$ cat src/rtl/shiftleft_iter_pkg.sv
// shiftleft_iter_pkg: state encoding and default widths shared by the shifter and the ALU
package shiftleft_iter_pkg;
    localparam int DEF_WIDTH   = 32;
    localparam int DEF_SHAMT_W = 5;
    typedef enum logic [1:0] {
        ST_IDLE = 2'd0,
        ST_BUSY = 2'd1,
        ST_DONE = 2'd2
    } state_t;
endpackage

$ cat src/rtl/shiftleft_one.sv
// shiftleft_one: combinational left shift by one with zero fill; reports the bit pushed out
module shiftleft_one #(
    parameter int WIDTH = 32
) (
    input  logic [WIDTH-1:0] data_i,
    output logic [WIDTH-1:0] data_o,
    output logic             msb_o
);
    assign data_o = {data_i[WIDTH-2:0], 1'b0};
    assign msb_o  = data_i[WIDTH-1];
endmodule

$ cat src/rtl/shiftleft_iter.sv
// shiftleft_iter: multicycle logical shift-left, one bit per clock, with lost-significance flag
module shiftleft_iter
    import shiftleft_iter_pkg::*;
#(
    parameter int WIDTH   = DEF_WIDTH,
    parameter int SHAMT_W = DEF_SHAMT_W
) (
    input  logic               clock,
    input  logic               reset,
    input  logic               ctrl_start,
    input  logic [WIDTH-1:0]   data_operand,
    input  logic [SHAMT_W-1:0] shamt,
    output logic [WIDTH-1:0]   data_result,
    output logic               data_resultRDY,
    output logic               data_exception,
    output logic               busy
);
    state_t             state_q, state_d;
    logic [WIDTH-1:0]   reg_q, reg_d, shifted;
    logic [SHAMT_W-1:0] cnt_q, cnt_d;
    logic               exc_q, exc_d, msb, accept, shifting;

    shiftleft_one #(.WIDTH(WIDTH)) u_shift (
        .data_i(reg_q),
        .data_o(shifted),
        .msb_o (msb)
    );

    always_ff @(posedge clock) begin
        if (reset) begin
            state_q <= ST_IDLE;
            reg_q   <= '0;
            cnt_q   <= '0;
            exc_q   <= 1'b0;
        end else begin
            state_q <= state_d;
            reg_q   <= reg_d;
            cnt_q   <= cnt_d;
            exc_q   <= exc_d;
        end
    end

    always_comb begin
        state_d = state_q;
        unique case (state_q)
            ST_IDLE: state_d = ctrl_start ? ST_BUSY : ST_IDLE;
            ST_BUSY: state_d = (cnt_q == '0) ? ST_DONE : ST_BUSY;
            ST_DONE: state_d = ctrl_start ? ST_BUSY : ST_IDLE;
            default: state_d = ST_IDLE;
        endcase
    end

    // Starts while BUSY are dropped; the decrement is gated so the counter never wraps
    always_comb begin
        accept   = ctrl_start && (state_q != ST_BUSY);
        shifting = (state_q == ST_BUSY) && (cnt_q != '0);
        reg_d    = accept ? data_operand : shifting ? shifted : reg_q;
        cnt_d    = accept ? shamt : shifting ? cnt_q - 1'b1 : cnt_q;
        exc_d    = accept ? 1'b0 : shifting ? (exc_q | msb) : exc_q;
    end

    always_comb begin
        data_result    = reg_q;
        data_exception = exc_q;
        data_resultRDY = (state_q == ST_DONE);
        busy           = (state_q == ST_BUSY);
    end
endmodule

$ cat config.mk
export PLATFORM = sky130hd
export DESIGN_NAME = shiftleft_iter
export DESIGN_NICKNAME = d
export VERILOG_FILES = /design/src/rtl/shiftleft_iter_pkg.sv /design/src/rtl/shiftleft_one.sv /design/src/rtl/shiftleft_iter.sv
export SDC_FILE = /design/constraint.sdc
export NUM_CORES = 1
export LEC_CHECK = 0
export BUFFER_PORTS_ARGS = -buffer_cell sky130_fd_sc_hd__buf_2
export CAP_MARGIN = 25
export CORE_AREA = 5 5 70 72
export DETAILED_ROUTE_END_ITERATION = 7
export DIE_AREA = 0 0 75 77
export HOLD_SLACK_MARGIN = 0.1
export PLACE_DENSITY = 0.82
export SYNTH_ARGS = -nofsm -noshare
export SYNTH_HDL_FRONTEND = slang
export SYNTH_SLANG_ARGS = --single-unit
$ cat constraint.sdc
create_clock -name clock -period 3 [get_ports clock]
set_clock_uncertainty 0.05 [all_clocks]
set_input_delay 0.6 -clock clock [delete_from_list [all_inputs] [get_ports clock]]
set_output_delay 0.6 -clock clock [all_outputs]
set_load 0.005 [all_outputs]
==> out/metrics.yaml, run 1 <==
dp_slack_ps: 932
drt_wl_total_um: 4390
ant_nets: 0
cts_sinks: 40
synthTopCellsByArea: "dfxtp_1 (47%), a21oi_1 (8.7%), a22oi_1 (7.4%)"
drive_above_1_share: 0.347
cts.clk_slew.worst_paths_ps: 70
whs_ps: 421
yosys_warnings: 0
postCtsSetupRepairBufs: 0
total_power_mw: 1.24
crit_fanout: 24
area_delta_synth_final_pct: 24.8
drt_pass1_iterations: 4
antenna_found_initial: 0
finalWeightedCongestion: 0.751
cts_buffer_depth: 2
drt-vias-per-instance: 5.32
ys_ff_latch: 40
final_common_cell: "buf_2"
htreeDepth: 2
final_nets: 299
synth_area_per_cell_um2: 8.91
vias: 1656
final_cell_mix: "buf_2 (74), dfxtp_1 (40), a21oi_1 (30)"
grt_overflow: 0
crit_required_ps: 3160
initial_core_util: 0.406
fin_crit_sh: 0.700
cts_tree: "done"
rr_worst_depth: 6
end_kind: "flip-flop"
worstSkewPairLatency_ps: 290
syn_nets: 234
cp_top_family: "simple AND/OR/NAND/NOR gates"
numCtsBuffers: 5
core_area_um2: 4230
finalSetupTns_ps: 0
synth_top_area_cell: "dfxtp_1"
syn_inst: 193
fillers: 421
place.detailed.hpwl_um: 3020
ios: 75
crit_arrival_ps: 2260
ctsHoldBuffers: 0
synthFlopType: "dfxtp_1"
routedWlPerCell_um: 14.1
hold_viol: 0
fmax_mhz: 476
holdPathStages: 1
grt_pass1_vias: 1606
powerDensity_nw_per_um2: 578
synth_top_area_share: 0.466
grt_max_degree: 35
drc_errors: 0
slew_viol_final: 0
cp_num_cells: 6
synth_edf_count: 0
status: "finished, final reports clean"
num_rows: 24
die_area_um2: 5780
seq_area_frac_synth: 0.466
async_flop_share: 0
crit_type: "reg2reg"
grt_first_pass_wirelength_um: 7130
die_w_um: 75
num_antenna_cells: 0
rsz0062_at_grt: "false"
port_buffers: 74
fin_ws_ps: 899
ir_drop_mv: 0.273
root_buffer: "clkbuf_8"
tightestPinTransition_ps: 709
maxCapViolations: 0
yosysUniqueCellTypes: 33
critical-path-max-stage-delay_ps: 570
slowest_stage: "mux2i_4"
cp-start-kind: "flip-flop"
regArea_um2: 801
fin_crit_ps: 2100
crit_buf_inv: 1
slew_headroom: 0.517
hp-class: "reg2reg"
post_cts_resized: 0
die_y_um: 77
grtUsageTotal: 0.155
cp_cell_sequence: "inv_1, ha_1, or4b_4, mux2i_4, nand2_1, a21oi_1"
synth_area_um2: 1720
setup_viol: 0
multi_input_area_um2: 797
leakage_nw: 0.952
drtIter0Drc: 107
==> registers in the layout, summed over array words and instances (netlist names) <==
register / cells
data_exception: 1
cnt_q: 5
data_result: 32
state_q: 2
==> metrics by stage <==
stage | cells | area [um2] | util
after floorplan | 193 | 1720 | -
final | 311 | 2150 | 0.507
after detailed placement | 303 | 2060 | 0.486
after global placement | 303 | 2060 | 0.486
after CTS | 311 | 2150 | 0.507
after global routing | 311 | 2150 | 0.507
==> cell type report <==
class,count,share of cell area
inverter,4,0.00700
timing repair buffer,75,0.176
clock buffer,8,0.0420
sequential,40,0.373
tap,52,0.0303
multi-input combinational,132,0.371
==> power by group <==
part	switching, mW	internal (mW)
clock	0.175	0.188
sequential	0.0366	0.580
combinational	0.146	0.115
==> kinds of logic after synthesis <==
logic type,Yosys count,synth area share
multiplexers,2,0.0189
adder cells (fa/ha/maj),1,0.00728
AND/OR/NAND/NOR,62,0.165
buffers and inverters,21,0.0706
flip-flops,40,0.466
AO/OA/AOI/OAI,67,0.272
==> path summary, 6_finish.rpt <==
check                start              end  slack (ps)
setup / recovery  cnt_q[0]  data_result[14]         900
hold / removal    cnt_q[4]       state_q[1]         420
setup reg to reg  cnt_q[0]  data_result[14]         900
hold reg to reg   cnt_q[4]       state_q[1]         420
==> routing by layer <==
layer | GRT usage | up-vias | part of all wire | wire (um)
met2 | 0.252 | 51 | 0.48 | 2090
met1 | 0.184 | 774 | 0.43 | 1900
li1 | - | 825 | - | -
met5 | 0 | - | 0 | 0
met4 | 0.0427 | 0 | 0.0087 | 38
met3 | 0.0667 | 6 | 0.081 | 357
==> cell usage after synthesis, types with 2 or more instances <==
cell / count
nor2_1: 12
buf_6: 3
clkbuf_1: 7
a21oi_1: 30
nand2b_1: 2
buf_2: 4
o221ai_1: 8
nor3_1: 11
nand2_1: 28
nor2b_1: 2
inv_1: 4
a22oi_2: 6
dfxtp_1: 40
a22oi_1: 17
==> worst register-to-register path, cell delays in order (launching register included) <==
cell and delay, ps:
dfxtp_1 310, inv_1 90, ha_1 180, or4b_4 510, mux2i_4 570, nand2_1 130
a21oi_1 190
No activity file was read; power rests on OpenSTA's default activity.
==> inputs of run 2 (changes only) <==
--- a/config.mk
+++ b/config.mk
@@ -11,7 +11,7 @@
 export DETAILED_ROUTE_END_ITERATION = 7
 export DIE_AREA = 0 0 75 77
 export HOLD_SLACK_MARGIN = 0.1
-export PLACE_DENSITY = 0.82
+export PLACE_DENSITY = 0.85
 export SYNTH_ARGS = -nofsm -noshare
 export SYNTH_HDL_FRONTEND = slang
 export SYNTH_SLANG_ARGS = --single-unit
==> constraint.sdc (replaced) <==
create_clock -name clock -period 1.9 [get_ports clock]
set_clock_uncertainty 0.05 [all_clocks]
set_input_delay 0.38 -clock clock [delete_from_list [all_inputs] [get_ports clock]]
set_output_delay 0.38 -clock clock [all_outputs]
set_load 0.005 [all_outputs]
==> out/metrics.yaml, run 2 (same netlist as run 1, synthesis figures left out) <==
grt_first_pass_wirelength_um: 7400
core_area_um2: 4230
routedWlPerCell_um: 14.8
die_w_um: 75
rsz0062_at_grt: "true"
crit_required_ps: 2020
slew_headroom: 0.690
hp-start: "data_operand[0]"
tightestPinTransition_ps: 463
place.detailed.hpwl_um: 3290
leakage_nw: 1.03
final_cell_mix: "buf_2 (74), dfxtp_1 (38), nand2_1 (28), a21oi_1 (28), a22oi_2 (23)"
cts_tree: "done"
crit_arrival_ps: 1990
antenna_found_initial: 0
root_buffer: "clkbuf_8"
critical-path-max-stage-delay_ps: 500
drt_pass1_iterations: 4
numCtsBuffers: 5
die_area_um2: 5780
worstSkewPairLatency_ps: 290
holdPathStages: 3
slew_viol_final: 0
port_buffers: 74
final_common_cell: "buf_2"
rr_worst_depth: 7
worstReg2RegStart: "cnt_q[1]"
cts_buffer_depth: 2
ir_drop_mv: 0.463
crit_fanout: 9
end_kind: "flip-flop"
maxCapViolations: 0
stdcell_area_um2: 2410
fin_crit_sh: 0.983
finalWeightedCongestion: 0.802
hold_viol: 0
die_y_um: 77
htreeDepth: 2
area_delta_synth_final_pct: 40.1
initial_core_util: 0.406
regArea_um2: 806
total_power_mw: 2.09
fin_ws_ps: 33.1
cts_sinks: 40
cp-start-kind: "flip-flop"
cp_cell_sequence: "inv_4, ha_4, or4b_4, and2_4, buf_12, a22oi_2, a21oi_1"
num_rows: 24
slowest_stage: "or4b_4"
whs_endpoint: "data_result[0]"
ios: 75
final_nets: 309
drc_errors: 0
grt_max_degree: 22
status: "finished, final reports clean"
largest_reg_flops: 32
place_area_um2: 2130
grtUsageTotal: 0.159
multi_input_area_um2: 917
vias: 1692
reg2reg_to: "data_result[24]"
ant_nets: 0
setup_viol: 0
fin_crit_ps: 1870
cts.clk_slew.worst_paths_ps: 70
drtIter0Drc: 68
grt_overflow: 0
fmax_mhz: 536
crit_type: "reg2reg"
drive_above_1_share: 0.472
dp_slack_ps: 17.5
drt-vias-per-instance: 5.27
grt_pass1_vias: 1688
num_antenna_cells: 0
hp-class: "in2reg"
finalSetupTns_ps: 0
powerDensity_nw_per_um2: 867
drt_wl_total_um: 4760
fillers: 385
ff2ff_setup_slack_ps: 30
==> run 2: cell types whose count changed in the layout (fill, tap and decap cells not counted), moves of 3 or more <==
cell,change
nor3_2,+3
a22oi_2,+17
nor3_1,-3
buf_4,+6
a22oi_1,-17
==> run 2: layout make-up <==
class,instances,share of cell area
clock buffer,8,0.0374
timing repair buffer,85,0.213
multi-input combinational,132,0.381
inverter,4,0.00727
sequential,40,0.335
tap,52,0.0270
==> run 2: worst max-delay path by stage <==
stage	start	slack [ps]	to	cells after the start
CTS	cnt_q[1]	10	data_result[27]	7
finish	cnt_q[1]	30	data_result[24]	7
global placement	cnt_q[0]	70	data_result[23]	7
detailed placement	cnt_q[1]	20	data_result[24]	7
global route	cnt_q[1]	-10	data_result[17]	7
floorplan	cnt_q[0]	30	data_result[11]	8
==> run 2: worst max-delay path: cells and delay by family, from the launching register on <==
| family | cells | cell delay (ps) |
|---|---|---|
| and+or+nand+nor | 2 | 730 |
| DFF | 1 | 370 |
| AOI/OAI and AO/OA | 2 | 260 |
| buffers and inverters | 2 | 210 |
| adders and majority gates | 1 | 120 |
==> run 2: power breakdown <==
| part | internal, mW | switching, mW |
|---|---|---|
| clock | 0.296 | 0.277 |
| sequential | 0.917 | 0.0684 |
| combinational | 0.261 | 0.269 |
==> run 2: layer usage <==
metal / track usage / wire, um / vias to the layer above
li1: - / - / 844
met1: 0.203 / 2100 / 788
met2: 0.252 / 2240 / 49
met3: 0.0366 / 309 / 11
met4: 0.0676 / 104 / 0
met5: 0 / 0 / -
==> run 2: stage by stage <==
stage,hold slack [ps],util,std cells
after floorplan,372,-,193
after global placement,403,0.504,310
after detailed placement,413,0.504,310
after CTS,273,0.525,318
after global routing,290,0.569,321
final,282,0.569,321
==> run 2: timing repair <==
item,in CTS,in global routing
setup endpoints to repair,0,34
hold buffers,0,0
buffers inserted,0,1
gates resized for setup,0,30
==> inputs of run 3 (changes only) <==
--- a/config.mk
+++ b/config.mk
@@ -12,6 +12,7 @@
 export DIE_AREA = 0 0 75 77
 export HOLD_SLACK_MARGIN = 0.1
 export PLACE_DENSITY = 0.85
+export REMOVE_ABC_BUFFERS = 1
 export SYNTH_ARGS = -nofsm -noshare
 export SYNTH_HDL_FRONTEND = slang
 export SYNTH_SLANG_ARGS = --single-unit
==> constraint.sdc (replaced) <==
create_clock -name clock -period 1.9 [get_ports clock]
set_clock_uncertainty 0.05 [all_clocks]
set_input_delay 0.38 -clock clock [delete_from_list [all_inputs] [get_ports clock]]
set_output_delay 0.38 -clock clock [all_outputs]
set_load 0.05 [all_outputs]
==> out/metrics.yaml, run 3 (same netlist as run 1, synthesis figures left out) <==
powerDensity_nw_per_um2: 1040
place.detailed.hpwl_um: 3240
cts_tree: "done"
rsz0062_at_grt: "true"
ios: 75
worstReg2RegStart: "cnt_q[0]"
drc_errors: 0
root_buffer: "clkbuf_8"
area_delta_synth_final_pct: 37.8
layout.cells.non_filler: 321
worstSkewPairLatency_ps: 290
fin_crit_ps: 1870
drt_wl_total_um: 4700
ir_drop_mv: 0.476
dp_cells: 311
largest_reg_flops: 32
rr_worst_depth: 7
ant_nets: 0
slew_viol_final: 0
cts_buffer_depth: 2
crit_arrival_ps: 1980
fin_ws_ps: 34.9
cts_sinks: 40
stdcell_area_um2: 2370
final_nets: 309
reg2reg_to: "data_result[19]"
end_kind: "flip-flop"
cp-endpoint: "data_result[19]"
tightestPinTransition_ps: 452
vias: 1721
cts.clk_slew.worst_paths_ps: 70
grt_pass1_vias: 1681
htreeDepth: 2
hp-class: "in2reg"
setup.worst_path.start: "cnt_q[0]"
drive_above_1_share: 0.435
num_rows: 24
dp_slack_ps: -22.0
grtUsageTotal: 0.163
finalWeightedCongestion: 0.860
antenna_found_initial: 0
final_cell_mix: "buf_2 (74), dfxtp_1 (40), a21oi_1 (30)"
num_antenna_cells: 0
maxCapViolations: 0
fin_util: 0.559
crit_fanout: 24
drt_pass1_iterations: 4
ff2ff_setup_slack_ps: 30
initial_core_util: 0.406
slew_headroom: 0.698
ctsHoldBuffers: 0
fin_crit_sh: 0.982
final_common_cell: "buf_2"
grt_overflow: 0
numCtsBuffers: 5
hold_viol: 0
routedWlPerCell_um: 14.6
crit_required_ps: 2010
fillers: 394
grt_max_degree: 32
setup_viol: 0
status: "finished, final reports clean"
drtIter0Drc: 113
drt-vias-per-instance: 5.36
port_buffers: 74
fmax_mhz: 536
grt_first_pass_wirelength_um: 7560
die_y_um: 77
core_area_um2: 4230
crit_type: "reg2reg"
cp-start-kind: "flip-flop"
whs_ps: 254
die_w_um: 75
place_area_um2: 2150
die_area_um2: 5780
leakage_nw: 1.04
## run 3: cell types whose count changed in the layout (fill, tap and decap cells not counted), sizes merged
cell,before,now
buf,83,85
bufinv,0,1
clkbuf,10,7
## run 3: what timing repair did
item	CTS	global route
gates cloned	0	0
setup endpoints to repair	20	35
pin swaps	0	1
buffers inserted	1	1
resized for setup	2	15
## run 3: cell type report
cell class / instances / area, um2 / area share
Multi-Input combinational cell: 132 / 867 / 0.366
Clock buffer: 7 / 96.3 / 0.0407
Timing Repair Buffer: 85 / 494 / 0.209
Tap cell: 52 / 65.1 / 0.0275
Inverter: 4 / 15.0 / 0.00634
Sequential cell: 40 / 801 / 0.338
Clock inverter: 1 / 30.0 / 0.0127
## run 3: worst max-delay path, stage by stage, from the launching register on
cell and delay [ps]:
dfxtp_1 320, inv_2 90, ha_4 140, or4b_4 500, and2_4 180, buf_12 160
a22oi_1 190, a21oi_1 90
## run 3: worst min path at each step
stage	startpoint	endpoint	slack [ps]	cells past startpoint
floorplan	cnt_q[4]	state_q[1]	370	1
global placement	cnt_q[4]	state_q[1]	400	1
detailed placement	data_result[16]	data_result[16]	410	2
CTS	reset	cnt_q[3]	240	2
global route	reset	cnt_q[3]	250	2
finish	reset	cnt_q[3]	250	2
## run 3: layer usage
metal	share of wire	global-route usage
met3	0.078	0.0536
met5	0	0
met4	0.0094	0.0463
met1	0.42	0.199
met2	0.50	0.268
## run 3: stage by stage
step	total power, mW	TNS (ps)
finish	2.46	0
global route	2.59	-25.6
CTS	2.45	0
detailed placement	1.69	-217
global placement	1.67	0
floorplan	1.45	-27.9
## run 3: power by group
group	internal (mW)	switching (mW)
clock network	0.463	0.285
logic	0.250	0.482
registers	0.916	0.0631
